--- src/rtl/stq_pkg.sv ---
// Shared constants, pointer type and the occupancy helper for the store-queue
// pointer controller.
package stq_pkg;

    localparam int STQ_ENTRIES = 64;
    localparam int STQ_IDX_W   = 6;
    localparam int STQ_PTR_W   = 7;

    // Pointer = 6 index bits plus a wrap bit in the MSB.
    typedef logic [STQ_PTR_W-1:0] stq_ptr_t;

    // Occupancy between two pointers; the wrap bit makes 64 distinct from 0.
    function automatic stq_ptr_t stq_count(input stq_ptr_t tail, input stq_ptr_t head);
        return stq_ptr_t'(tail - head);
    endfunction

endpackage

--- src/rtl/stq_ptr_ctrl_if.sv ---
// Bundle of the allocate / write / commit / drain signals of stq_ptr_ctrl.
// The master side is the surrounding pipeline and array; the slave side is
// the controller. The hwm port exists only when STQ_PTR_CTRL_STATS_EN is defined.
interface stq_ptr_ctrl_if
    import stq_pkg::*;
#(
    parameter int WIDTH = 32
);
    logic [1:0]             alloc_cnt;
    logic                   alloc_ok;
    stq_ptr_t               alloc_id0;
    stq_ptr_t               alloc_id1;
    logic                   wr0_vld;
    logic [STQ_IDX_W-1:0]   wr0_id;
    logic                   wr1_vld;
    logic [STQ_IDX_W-1:0]   wr1_id;
    logic [STQ_ENTRIES-1:0] wrt0_en;
    logic [STQ_ENTRIES-1:0] wrt1_en;
    logic [1:0]             commit_cnt;
    logic                   flush;
    logic [STQ_ENTRIES-1:0] drain_en;
    logic [WIDTH-1:0]       drain_data_in;
    logic                   drain_valid;
    logic [STQ_IDX_W-1:0]   drain_id;
    logic [WIDTH-1:0]       drain_data;
    logic                   drain_ready;
    logic                   full;
    logic                   empty;
`ifdef STQ_PTR_CTRL_STATS_EN
    stq_ptr_t               hwm;
`endif

    modport master (
        output alloc_cnt, wr0_vld, wr0_id, wr1_vld, wr1_id, commit_cnt, flush,
               drain_data_in, drain_ready,
        input  alloc_ok, alloc_id0, alloc_id1, wrt0_en, wrt1_en, drain_en,
               drain_valid, drain_id, drain_data, full, empty
`ifdef STQ_PTR_CTRL_STATS_EN
        , input hwm
`endif
    );

    modport slave (
        input  alloc_cnt, wr0_vld, wr0_id, wr1_vld, wr1_id, commit_cnt, flush,
               drain_data_in, drain_ready,
        output alloc_ok, alloc_id0, alloc_id1, wrt0_en, wrt1_en, drain_en,
               drain_valid, drain_id, drain_data, full, empty
`ifdef STQ_PTR_CTRL_STATS_EN
        , output hwm
`endif
    );

endinterface

--- src/rtl/stq_onehot_dec.sv ---
// 6-bit index to 64-bit one-hot decoder with an enable; all zeros when disabled.
module stq_onehot_dec
    import stq_pkg::*;
(
    input  logic [STQ_IDX_W-1:0]   idx,
    input  logic                   en,
    output logic [STQ_ENTRIES-1:0] onehot
);

    genvar gi;
    generate
        for (gi = 0; gi < STQ_ENTRIES; gi++) begin : g_bit
            assign onehot[gi] = en && (idx == STQ_IDX_W'(gi));
        end
    endgenerate

endmodule

--- src/rtl/stq_ptr_ctrl.sv ---
// Store-queue pointer and handshake controller.
// Keeps head / commit / tail pointers (with wrap bit) and per-entry data-ready
// bits, grants allocations, turns execute writes into one-hot array enables and
// drains committed, data-ready entries in order through a valid/ready port.
// Optional: define STQ_PTR_CTRL_STATS_EN to add the hwm high-water-mark output.
module stq_ptr_ctrl
    import stq_pkg::*;
#(
    parameter int WIDTH   = 32,
    parameter int ENTRIES = STQ_ENTRIES
)
(
    input  logic          clk,
    input  logic          rst,
    stq_ptr_ctrl_if.slave bus
);

    stq_ptr_t               head_reg, head_next;
    stq_ptr_t               cmt_reg, cmt_next;
    stq_ptr_t               tail_reg, tail_next;
    stq_ptr_t               count;
    stq_ptr_t               cmt_room;
    stq_ptr_t               cmt_inc;
    stq_ptr_t               sq_cnt;
    logic [7:0]             alloc_total;
    logic                   alloc_ok;
    logic                   head_ne_cmt;
    logic                   drain_valid;
    logic                   drain_fire;
    logic [ENTRIES-1:0]     data_rdy_reg, data_rdy_next;
    logic [ENTRIES-1:0]     sq_clr;
    logic [ENTRIES-1:0]     wrt0_en, wrt1_en, drain_en;
    logic [WIDTH-1:0]       drain_word;

    // Occupancy and the all-or-nothing allocation grant; flush always refuses.
    assign count       = stq_count(tail_reg, head_reg);
    assign alloc_total = {1'b0, count} + {6'b0, bus.alloc_cnt};
    assign alloc_ok    = (alloc_total <= 8'd64) && !bus.flush;

    // Commit can never pass the tail; an oversized commit_cnt is clamped.
    assign cmt_room = stq_ptr_t'(tail_reg - cmt_reg);
    assign cmt_inc  = ({5'b0, bus.commit_cnt} > cmt_room) ? cmt_room : {5'b0, bus.commit_cnt};
    assign cmt_next = stq_ptr_t'(cmt_reg + cmt_inc);

    // Flush rewinds the tail to the already-advanced commit pointer.
    assign tail_next = bus.flush ? cmt_next
                     : alloc_ok  ? stq_ptr_t'(tail_reg + {5'b0, bus.alloc_cnt})
                     : tail_reg;

    // Head entry is offered once committed and written; it leaves on handshake.
    assign head_ne_cmt = (head_reg != cmt_reg);
    assign drain_valid = head_ne_cmt && data_rdy_reg[head_reg[STQ_IDX_W-1:0]];
    assign drain_fire  = drain_valid && bus.drain_ready;
    assign head_next   = stq_ptr_t'(head_reg + {6'b0, drain_fire});

    // Number of entries squashed by a flush, counted from the new commit point.
    assign sq_cnt = stq_ptr_t'(tail_reg - cmt_next);

    stq_onehot_dec u_dec_wrt0 (.idx(bus.wr0_id),                  .en(bus.wr0_vld),  .onehot(wrt0_en));
    stq_onehot_dec u_dec_wrt1 (.idx(bus.wr1_id),                  .en(bus.wr1_vld),  .onehot(wrt1_en));
    stq_onehot_dec u_dec_drn  (.idx(head_reg[STQ_IDX_W-1:0]),     .en(head_ne_cmt),  .onehot(drain_en));

    // Per-entry ready bit: set by a write, cleared by drain or by being squashed.
    // The squash test uses the index distance from the new commit point so it
    // works across the wrap; squash beats a same-cycle write to that entry.
    genvar gi;
    generate
        for (gi = 0; gi < ENTRIES; gi++) begin : g_rdy
            logic [STQ_IDX_W-1:0] ofs;
            assign ofs           = STQ_IDX_W'(STQ_IDX_W'(gi) - cmt_next[STQ_IDX_W-1:0]);
            assign sq_clr[gi]    = bus.flush && ({1'b0, ofs} < sq_cnt);
            assign data_rdy_next[gi] = (data_rdy_reg[gi] | wrt0_en[gi] | wrt1_en[gi])
                                     & ~sq_clr[gi]
                                     & ~(drain_en[gi] & drain_fire);
        end
    endgenerate

    // Pointer and ready-bit state.
    always_ff @(posedge clk or posedge rst) begin
        if (rst) begin
            head_reg     <= '0;
            cmt_reg      <= '0;
            tail_reg     <= '0;
            data_rdy_reg <= '0;
        end else begin
            head_reg     <= head_next;
            cmt_reg      <= cmt_next;
            tail_reg     <= tail_next;
            data_rdy_reg <= data_rdy_next;
        end
    end

`ifdef STQ_PTR_CTRL_STATS_EN
    stq_ptr_t hwm_reg;

    // High-water mark of occupancy; flush does not lower it.
    always_ff @(posedge clk or posedge rst) begin
        if (rst) begin
            hwm_reg <= '0;
        end else if (count > hwm_reg) begin
            hwm_reg <= count;
        end
    end

    assign bus.hwm = hwm_reg;
`endif

    assign drain_word     = bus.drain_data_in;

    assign bus.alloc_ok    = alloc_ok;
    assign bus.alloc_id0   = tail_reg;
    assign bus.alloc_id1   = stq_ptr_t'(tail_reg + 7'd1);
    assign bus.wrt0_en     = wrt0_en;
    assign bus.wrt1_en     = wrt1_en;
    assign bus.drain_en    = drain_en;
    assign bus.drain_valid = drain_valid;
    assign bus.drain_id    = head_reg[STQ_IDX_W-1:0];
    assign bus.drain_data  = drain_word;
    assign bus.full        = (count == 7'd64);
    assign bus.empty       = (count == 7'd0);

    // Retiring more stores than are outstanding is an upstream protocol error.
    commit_in_range: assert property (@(posedge clk) disable iff (rst)
        ({5'b0, bus.commit_cnt} <= cmt_room));

endmodule

--- src/flat_wrapper.sv ---
// flat-port wrapper written by rule: the top's interface ports become plain ports
module stq_ptr_ctrl_flat import stq_pkg::*;
#(
    parameter int WIDTH   = 32,
    parameter int ENTRIES = STQ_ENTRIES
)
  (clk, rst, bus_alloc_cnt, bus_wr0_vld, bus_wr0_id, bus_wr1_vld, bus_wr1_id, bus_commit_cnt, bus_flush, bus_drain_data_in, bus_drain_ready, bus_alloc_ok, bus_alloc_id0, bus_alloc_id1, bus_wrt0_en, bus_wrt1_en, bus_drain_en, bus_drain_valid, bus_drain_id, bus_drain_data, bus_full, bus_empty);
  stq_ptr_ctrl_if #(.WIDTH(WIDTH)) bus_i ();
  input  logic clk;
  input  logic rst;
  input wire logic [$bits(bus_i.alloc_cnt)-1:0] bus_alloc_cnt;
  input wire logic [$bits(bus_i.wr0_vld)-1:0] bus_wr0_vld;
  input wire logic [$bits(bus_i.wr0_id)-1:0] bus_wr0_id;
  input wire logic [$bits(bus_i.wr1_vld)-1:0] bus_wr1_vld;
  input wire logic [$bits(bus_i.wr1_id)-1:0] bus_wr1_id;
  input wire logic [$bits(bus_i.commit_cnt)-1:0] bus_commit_cnt;
  input wire logic [$bits(bus_i.flush)-1:0] bus_flush;
  input wire logic [$bits(bus_i.drain_data_in)-1:0] bus_drain_data_in;
  input wire logic [$bits(bus_i.drain_ready)-1:0] bus_drain_ready;
  output wire logic [$bits(bus_i.alloc_ok)-1:0] bus_alloc_ok;
  output wire logic [$bits(bus_i.alloc_id0)-1:0] bus_alloc_id0;
  output wire logic [$bits(bus_i.alloc_id1)-1:0] bus_alloc_id1;
  output wire logic [$bits(bus_i.wrt0_en)-1:0] bus_wrt0_en;
  output wire logic [$bits(bus_i.wrt1_en)-1:0] bus_wrt1_en;
  output wire logic [$bits(bus_i.drain_en)-1:0] bus_drain_en;
  output wire logic [$bits(bus_i.drain_valid)-1:0] bus_drain_valid;
  output wire logic [$bits(bus_i.drain_id)-1:0] bus_drain_id;
  output wire logic [$bits(bus_i.drain_data)-1:0] bus_drain_data;
  output wire logic [$bits(bus_i.full)-1:0] bus_full;
  output wire logic [$bits(bus_i.empty)-1:0] bus_empty;
  assign bus_i.alloc_cnt = bus_alloc_cnt;
  assign bus_i.wr0_vld = bus_wr0_vld;
  assign bus_i.wr0_id = bus_wr0_id;
  assign bus_i.wr1_vld = bus_wr1_vld;
  assign bus_i.wr1_id = bus_wr1_id;
  assign bus_i.commit_cnt = bus_commit_cnt;
  assign bus_i.flush = bus_flush;
  assign bus_i.drain_data_in = bus_drain_data_in;
  assign bus_i.drain_ready = bus_drain_ready;
  assign bus_alloc_ok = bus_i.alloc_ok;
  assign bus_alloc_id0 = bus_i.alloc_id0;
  assign bus_alloc_id1 = bus_i.alloc_id1;
  assign bus_wrt0_en = bus_i.wrt0_en;
  assign bus_wrt1_en = bus_i.wrt1_en;
  assign bus_drain_en = bus_i.drain_en;
  assign bus_drain_valid = bus_i.drain_valid;
  assign bus_drain_id = bus_i.drain_id;
  assign bus_drain_data = bus_i.drain_data;
  assign bus_full = bus_i.full;
  assign bus_empty = bus_i.empty;
  stq_ptr_ctrl #(.WIDTH(WIDTH), .ENTRIES(ENTRIES)) u_core (.clk(clk), .rst(rst), .bus(bus_i));
endmodule
--- config.mk ---
export PLATFORM = sky130hd
export DESIGN_NAME = stq_ptr_ctrl_flat
export DESIGN_NICKNAME = d
export VERILOG_FILES = /design/src/rtl/stq_pkg.sv /design/src/rtl/stq_ptr_ctrl_if.sv /design/src/rtl/stq_onehot_dec.sv /design/src/rtl/stq_ptr_ctrl.sv /design/src/flat_wrapper.sv
export SDC_FILE = /design/constraint.sdc
export NUM_CORES = 1
export LEC_CHECK = 0
export BUFFER_PORTS_ARGS = -buffer_cell sky130_fd_sc_hd__clkbuf_2
export CAP_MARGIN = 15
export CORE_AREA = 3 3 185 223
export CTS_CLUSTER_SIZE = 16
export DETAILED_ROUTE_END_ITERATION = 10
export DIE_AREA = 0 0 188 226
export PLACE_DENSITY = 0.53
export RECOVER_POWER = 25
export SLEW_MARGIN = 15
export SYNTH_ARGS = -nofsm -noshare
export SYNTH_HDL_FRONTEND = slang
export SYNTH_SLANG_ARGS = --single-unit
--- constraint.sdc ---
create_clock -name clk -period 11.2 [get_ports clk]
set_input_delay 0.56 -clock clk [delete_from_list [all_inputs] [get_ports clk]]
set_output_delay 0.56 -clock clk [all_outputs]
set_load 0.005 [all_outputs]
==> results.toml <==
[route]
drt_first_pass_iters = 6
wl_met2_um = 27800
vias = 13600
detail_route.wl_per_cell_um = 28.0
drt-initial-drc-count = 1461
wl_um = 62500
wl_met3_um = 5580
route.detailed.drc = 0
wl_met1_um = 23900
viasPerCell = 6.10
top_layer = "met5"
ant_nets = 0

[logic_synthesis]
yosys.area_share.adder_pct = 11.3
synth.distinct_cells = 83
synth_area_leaders = "dfrtp_1 18%, ha_1 10%, nor2_1 8.3%"
synth-seq-area-share_pct = 18.2
synth_xor_area_share_pct = 5.47
ys.flop_type = "dfrtp_1"
yosysTopAreaCell = "dfrtp_1"
synth_top_family_by_area = "compound AO/OA/AOI/OAI gates"
yosys.area.top_type_share_pct = 18.2
synthMuxAreaShare_pct = 5.52
ys_warn_count = 0
synth-compound-area-share_pct = 28.0
async_reset_ff_share_pct = 100
synthSimpleGateAreaFrac_pct = 23.5
synth.avg_cell_area_um2 = 7.56
syn_inst = 1546
synth_edf_count = 0
ys_ff_latch = 85
syn_area_um2 = 11700

[grt]
grt_overflow = 0
grt.total_usage_pct = 28.5
grt_max_degree = 64
grt_pass1_wl_um = 90000
antenna_found_initial = 3
grt_pass1_vias = 12600

[cts]
cts_buffers = 9
post_cts_resized = 0
cts_tree = "yes"
cts_root_buf = "clkbuf_16"
insertion_delay_ns = 0.38
htree_levels = 3
cts.path.max_buffers = 2
post-cts-setup-buffers = 0
cts_hold_buf = 0
clkSinkCount = 85
clk_pin_slew_worst_paths_ns = 0.08

[critical_path]
max_stage_delay_ns = 0.81
cpMostUsedCell = "ha_1"
r2r-start = "u_core.bus.alloc_id0[1]$_DFFE_PP0P_"
crit_arrival_ns = 7.92
start_kind = "flip-flop"
crit_type = "reg2reg"
crit_chain = "ha_1 > nor2b_1 > o21a_1 > o21a_1 > o21ai_0 > mux2_2 > nor4_1 > o2111ai_1 > mux2i_1 > ha_1 > fa_1 > inv_1 > ha_1 > nand2_1 > o21ai_1 > o2bb2ai_1 > o31ai_4 > xnor2_2 > buf_4 > nand2_1 > a21oi_2 > a2111oi_2"
crit_path_max_fanout = 49
end_kind = "flip-flop"
setup.worst_path.start = "u_core.bus.alloc_id0[1]$_DFFE_PP0P_"
required_ns = 11.41
crit_slowest_cell = "fa_1"

[sta]
min_period_over_period_pct = 68.8
grt_setup_unrepaired = "false"
slew_viol_final = 64
fmax_mhz = 130
setup_violations = 0
min_period_ns = 7.71
hold_violations = 0
whs_ns = 0.429
final.setup.tns_ns = 0
max_slew_margin_pct = -159
finalClockSkew_ns = 0.0146
worst_pin_slew_ns = 3.89
layout_setup_ws_ns = 3.49

[cells_and_area]
multi_input_area_um2 = 8680
fill_cells = 4192
ff_latch_area_um2 = 2130
largest_reg_flops = 64
area_delta_synth_final_pct = 15.0
layout-drive-gt1-share_pct = 20.5
fin_nets = 1851

[place]
place_hpwl_um = 48000
gp_congestion = 0.990
port_buffers = 237
pre_cts_slack_ns = 3.50

[floorplan]
ioPinCount = 302
die_h_um = 226
dieWidth_um = 188
dieArea_um2 = 42500
rows = 79
initial_core_util_pct = 29.9
core_area_um2 = 39000

[run_status]
violations = "capacitance limit, slew limit"
outcome = "finished with violations"

[job]
max_cap_violations = 1

[min_path]
hold_path_class = "in2async"
==> worst max-delay path, delay by kind of cell, from the launching register on <==
| kind | cells | cell delay (ns) |
|---|---|---|
| mux | 2 | 0.55 |
| simple gates | 4 | 0.74 |
| compound gates | 9 | 2.97 |
| xor+xnor | 1 | 0.17 |
| buf+inv | 2 | 0.76 |
| fa+ha+maj | 4 | 1.68 |
| flops | 1 | 0.60 |
==> cells in the final DEF, fill, tap and decap left out, types with 11 or more instances in the layout <==
| cell | instances |
|---|---|
| a2111oi_2 | 20 |
| a211o_1 | 11 |
| a211oi_1 | 23 |
| a21o_1 | 37 |
| a21oi_1 | 96 |
| a31oi_1 | 22 |
| and3_1 | 21 |
| buf_4 | 27 |
| clkbuf_2 | 236 |
| dfrtp_1 | 85 |
| ha_1 | 96 |
| inv_1 | 62 |
| mux2i_1 | 25 |
| mux4_2 | 17 |
| nand2_1 | 102 |
| nand3_1 | 54 |
| nand4_1 | 11 |
| nor2_1 | 257 |
| nor2b_1 | 26 |
| nor3_1 | 63 |
| o211ai_1 | 16 |
| o21ai_0 | 57 |
| o22ai_1 | 16 |
| o32ai_1 | 54 |
| or3_1 | 12 |
| xnor2_1 | 51 |
| xor2_1 | 19 |
==> cells by family (layout without fill, tap and decap cells) <==
group	count (synthesis)	in the layout
other	1	5
DFF	85	85
buffers and inverters	197	348
adders and majority gates	102	102
xor gates and xnor gates	73	73
and+or+nand+nor	595	595
AOI/OAI and AO/OA	450	450
muxes	43	43
==> per-layer routing <==
metal | vias up | global-route usage [%]
li1 | 5987 | -
met1 | 6513 | 34.7
met2 | 879 | 44.7
met3 | 198 | 5.78
met4 | 2 | 21.0
met5 | - | 0
==> synthesized netlist by cell type, types with 13 or more instances <==
master / count
nor2_1: 257
nand2_1: 102
a21oi_1: 96
ha_1: 96
dfrtp_1: 85
nor3_1: 64
clkbuf_1: 63
inv_1: 63
o21ai_0: 57
nand3_1: 54
o32ai_1: 54
xnor2_1: 54
buf_4: 43
a21o_1: 37
nor2b_1: 26
mux2i_1: 25
a211oi_1: 23
a31oi_1: 22
and3_1: 21
a2111oi_2: 20
xor2_1: 19
mux4_2: 17
o211ai_1: 16
o22ai_1: 16
buf_2: 13
==> worst paths after layout <==
path	to	slack, ns	cells past startpoint
min	u_core.cmt_reg[5]$_DFF_PP0_	0.43	2
min reg2reg	u_core.head_reg[6]$_DFF_PP0_	0.54	1
min in group clk	u_core.head_reg[6]$_DFF_PP0_	0.54	1
max	u_core.data_rdy_reg[42]$_DFF_PP0_	3.49	22
max in group asynchronous	u_core.data_rdy_reg[43]$_DFF_PP0_	6.51	3
max reg2reg	u_core.data_rdy_reg[42]$_DFF_PP0_	3.49	22
==> area by class of cell <==
class / instances / area share [%]
multi-input cells: 1267 / 64.6
clock buffers: 11 / 1.81
diodes: 1 / 0.0186
flip-flops and latches: 85 / 15.8
clock inverters: 5 / 0.605
repair buffers: 265 / 10.4
well taps: 526 / 4.90
inverters: 67 / 1.88
==> stage by stage <==
stage / utilization (%) / instance area (µm²) / std cells
6_report: 34.4 / 13400 / 2227
2_1_floorplan: - / 11700 / 1549
3_5_place_dp: 33.6 / 13100 / 2210
4_1_cts: 34.4 / 13400 / 2226
5_1_grt: 34.4 / 13400 / 2226
3_3_place_gp: 33.6 / 13100 / 2210
Power is not shown: default switching activity piles up to over one toggle a cycle in this logic, so the estimate is an artifact.
